**src/rtl/core_host_seq.sv**
```systemverilog
// core_host_seq: host-side sequencer that preloads data memory, triggers the core, waits for done and streams results
//   clk, reset          : clock, synchronous active-high reset
//   start               : begin a run (sampled only in IDLE)
//   ld_valid/ld_data    : preload byte stream, accepted while ld_ready
//   mem_*               : external data-memory port (combinational read of mem_addr)
//   req/done            : one-cycle request to the core / completion from the core
//   res_valid/res_data  : result byte stream, advanced on res_ready
//   busy, timeout       : not-idle flag, sticky abort flag
//   cycles, run_done    : RUN-cycle count of the current/last run, end-of-run pulse
module core_host_seq #(
    parameter int AW       = 8,
    parameter int LOAD_LEN = 4,
    parameter int RES_BASE = 64,
    parameter int RES_LEN  = 2,
    parameter int TIMEOUT  = 4096
) (
    input  logic          clk,
    input  logic          reset,
    input  logic          start,
    input  logic          ld_valid,
    input  logic [7:0]    ld_data,
    output logic          ld_ready,
    output logic          mem_wr_en,
    output logic [AW-1:0] mem_addr,
    output logic [7:0]    mem_wr_data,
    input  logic [7:0]    mem_rd_data,
    output logic          req,
    input  logic          done,
    output logic          res_valid,
    output logic [7:0]    res_data,
    input  logic          res_ready,
    output logic          busy,
    output logic          timeout,
    output logic [15:0]   cycles,
    output logic          run_done
);
    typedef enum logic [2:0] {IDLE, LOAD, REQ, RUN, READ, FIN} state_t;
    state_t state, nxt;
    logic [AW-1:0] li, addr_q;
    logic [15:0] ri;
    logic [7:0] wd_q;
    logic ld_acc, res_acc, last_ld, last_res, tmo_hit;
    always_comb begin
        ld_acc      = state == LOAD && ld_valid;
        res_acc     = state == READ && res_ready;
        last_ld     = li == AW'(LOAD_LEN - 1);
        last_res    = ri == 16'(RES_LEN - 1);
        tmo_hit     = !done && cycles == 16'(TIMEOUT - 1);
        ld_ready    = state == LOAD;
        mem_wr_en   = ld_acc && !reset;
        req         = state == REQ && !reset;
        res_valid   = state == READ;
        res_data    = res_valid ? mem_rd_data : 8'h00;
        busy        = state != IDLE;
        run_done    = state == FIN;
        // address follows the active phase and otherwise holds the last value driven
        mem_addr    = state == LOAD ? li : state == READ ? AW'(RES_BASE + 32'(ri)) : addr_q;
        mem_wr_data = ld_acc ? ld_data : wd_q;
        nxt         = state;
        unique case (state)
            IDLE:    nxt = start ? LOAD : IDLE;
            LOAD:    nxt = ld_acc && last_ld ? REQ : LOAD;
            REQ:     nxt = RUN;
            RUN:     nxt = done ? READ : tmo_hit ? FIN : RUN;
            READ:    nxt = res_acc && last_res ? FIN : READ;
            FIN:     nxt = IDLE;
            default: nxt = IDLE;
        endcase
    end
    always_ff @(posedge clk) begin
        if (reset) begin
            state   <= IDLE;
            li      <= '0;
            ri      <= '0;
            addr_q  <= '0;
            wd_q    <= '0;
            timeout <= 1'b0;
            cycles  <= '0;
        end else begin
            state  <= nxt;
            addr_q <= mem_addr;
            wd_q   <= mem_wr_data;
            if (state == IDLE && start) begin
                li      <= '0;
                timeout <= 1'b0;
            end
            if (ld_acc) li <= li + 1'b1;
            if (state == REQ) cycles <= '0;
            // done in the terminal-count cycle takes priority over the abort
            if (state == RUN) begin
                cycles <= cycles == 16'hFFFF ? cycles : cycles + 16'd1;
                if (done) ri <= '0;
                else if (tmo_hit) timeout <= 1'b1;
            end
            if (res_acc) ri <= ri + 16'd1;
        end
    end
endmodule

```
**config.mk**
```make
export PLATFORM = sky130hd
export DESIGN_NAME = core_host_seq
export DESIGN_NICKNAME = d
export VERILOG_FILES = /design/src/rtl/core_host_seq.sv
export SDC_FILE = /design/constraint.sdc
export NUM_CORES = 1
export LEC_CHECK = 0
export BUFFER_PORTS_ARGS = -buffer_cell sky130_fd_sc_hd__buf_2
export CORE_UTILIZATION = 30
export DETAILED_ROUTE_END_ITERATION = 8
export PLACE_DENSITY = 0.55
export SLEW_MARGIN = 20
export SYNTH_ARGS = -nofsm -noshare
export SYNTH_HDL_FRONTEND = slang
export SYNTH_SLANG_ARGS = --single-unit
```
**constraint.sdc**
```tcl
create_clock -name clk -period 1.8 [get_ports clk]
set_input_delay 0.36 -clock clk [delete_from_list [all_inputs] [get_ports clk]]
set_output_delay 0.36 -clock clk [all_outputs]
set_load 0.05 [all_outputs]
```
==> metrics.txt <==
Slew HR between 70 and 80%; layout cells sized above 1 about two fifths; Congestion Overflow GR 0; Pre-antenna DRT Iters 4; I/O Buffers 68; syn avg cell area about 7.8 sq um; Tmin final 2.11 ns; Fin. Hold Viols 0; Tcrit/Tclk final 117%; Avg WL per Cell ~14 um; Starting Density between 30% and 40%; fin nets 531; ys async rst share 0%; worst setup path class reg -> out; number of synthesized flops with an enable pin 0; CTS Buffer Depth 2; H-tree depth 3; CTS Hold Buffers Added 0; WHS ~0.34 ns; Ant. Diodes 0; commonest non-fill, non-tap cells in the layout nand2_1, dfxtp_1, buf_4; pre-CTS setup slack -0.0386 ns; Ys Warns 0; Hold EP wd_q[0]$_SDFF_PP0_; io pins 69; Static Leak 1.82 nW; routability cong. 0.789; GR Util All Layers 16.6%; Multi-input gate area ~2000 sq um; Mapped Area ~3200 sq um; die footprint about 11000 sq um; top_reg_cell synth dfxtp_1; first-pass GRT wire length between 10000 and 15000 um; crit path max fanout 5; Via density roughly 5; commonest non-fill, non-tap cell in the layout nand2_1; status complete, but fails checks; final wirelength between 9000 and 10000 um; hold_sp ld_data[0]; Mapped Cells just over 400; worst-skew pair later-pin latency ~0.34 ns; worst flop-to-flop path startpoint state[2]$_SDFF_PP0_; Worst Setup End Kind primary output; setup slack after layout -0.313 ns; R2R depth 7; DRC 0; Fmax roughly 0.47 GHz; DR iter-0 viols roughly 110; Max Slew Vio Count 0; Req. time, crit path ~1.4 ns; number of global-route vias before repair 3033; Reg clk slew, reported paths 0.07 ns; worst hold path class in -> reg; final antenna-violating net count 0; Yosys reg bits 60; vias post-DR approximately 3200; worst vdd ir 0.449 mV; FF+latch area ~1200 sq um; worst endpoint data arrival time 1.75 ns; failing checks setup timing; Final Setup Violations 26; clk root buf clkbuf_8; core area slightly above 10000 sq um; largest net degree at the start of global routing 24; count of cell types in the netlist 60; part of the Yosys area used for sequential elements about 38%; crit start category flip-flop; Sink Count 60; initial antenna violation count 0; Crit Reg-Reg Endpoint ri[7]$_SDFFE_PP0P_; Chip Width between 100 and 150 um; TritonCTS clock tree built; number of CTS-inserted buffers 9; pwr dens approximately 700 nW/um^2; # Max-Cap Violations 0; final setup skew ~0.017 ns; syn_nets roughly 430; Die Y roughly 100 um; hold path depth 3; Area Overhead vs Synth 42.9%; worst slew pin tran 0.424 ns; unrepaired setup endpoints after global routing true; setup slack, reg-to-reg 0.05 ns; Fill cells about 1000; FP Rows 37; DP HPWL 6600 um
kinds of logic after synthesis:
kind of cell | count (synthesis) | synth area share [%]
AOI/OAI and AO/OA | 78 | 15.9
adders and majority gates | 6 | 2.37
DFF | 60 | 38.0
and+or+nand+nor | 215 | 34.9
buffers and inverters | 33 | 4.78
xor gates and xnor gates | 6 | 1.66
muxes | 7 | 2.45
what timing repair did:
item | 4_1_cts | 5_1_grt
setup buffers | 4 | 0
setup endpoints to repair | 30 | 35
gates resized for setup | 63 | 10
hold endpoints to repair | 0 | 0
pin swaps | 3 | 4
critical path: stages, from the launching register on:
cell and delay [ns]:
dfxtp_4 0.37, or3b_4 0.42, clkinv_4 0.08, nor2_4 0.03, a221o_2 0.35, buf_8 0.16
Yosys cell counts, types with 6 or more instances:
master / number / area [sq um]
nor3_1: 7 / 35.0
ha_1: 6 / 75.1
dfxtp_1: 60 / 1200
nor4_1: 10 / 62.6
nor2_1: 41 / 154
a21oi_1: 26 / 130
o21ai_0: 12 / 60.1
inv_1: 9 / 33.8
a31oi_1: 9 / 56.3
nand3_1: 23 / 115
nand2_1: 73 / 274
and2_1: 20 / 125
a22oi_1: 8 / 60.1
clkbuf_1: 14 / 52.6
nand4_1: 11 / 68.8
power by group:
| group | switching (mW) | internal [mW] | total [mW] |
|---|---|---|---|
| Combinational | 0.304 | 0.176 | 0.479 |
| Sequential | 0.0119 | 1.34 | 1.35 |
| Clock | 0.544 | 0.776 | 1.32 |
registers in the layout, summed over array words and instances, names as in the netlist:
signal / count
cycles: 16
ri: 16
addr_q: 8
li: 8
wd_q: 8
state: 3
timeout: 1
metal layers:
metal | vias up | wire [um] | GRT usage [%] | part of all wire (%)
met5 | - | 0 | 0 | 0
met1 | 1508 | 4070 | 19.6 | 45
li1 | 1641 | - | - | -
met2 | 81 | 4540 | 29.8 | 50
met4 | 0 | 74 | 4.23 | 0.81
met3 | 6 | 418 | 3.93 | 4.6
cell type report:
class,count,share of cell area [%]
repair buffers,110,19.7
multi-input cells,312,43.7
flip-flops and latches,60,27.3
well taps,136,3.76
clock buffers,11,2.91
clock inverters,5,1.72
inverters,10,0.941
metrics by stage:
| stage | TNS (ns) | total power [mW] | cell area [sq um] | cells | util, % |
|---|---|---|---|---|---|
| final | -5.58 | 3.15 | 4520 | 644 | 44.0 |
| after global routing | -7.52 | 3.28 | 4520 | 644 | 44.0 |
| after CTS | -6.58 | 3.19 | 4490 | 644 | 43.7 |
| after detailed placement | -0.109 | 1.84 | 4060 | 624 | 39.5 |
| after global placement | -0.0154 | 1.84 | 4060 | 624 | 39.5 |
| after floorplan | -0.0537 | 1.69 | 3360 | 405 | - |
how the worst max path moves through the flow:
stage / from / endpoint / depth (start not counted)
4_1_cts: state[2]$_SDFF_PP0_ / mem_addr[1] / 5
5_1_grt: state[2]$_SDFF_PP0_ / mem_addr[1] / 5
6_report: state[2]$_SDFF_PP0_ / mem_addr[1] / 5
3_5_place_dp: state[2]$_SDFF_PP0_ / mem_addr[5] / 6
3_3_place_gp: state[2]$_SDFF_PP0_ / mem_addr[1] / 5
2_1_floorplan: state[2]$_SDFF_PP0_ / mem_addr[1] / 5
Power figures use the tool's default switching activity.
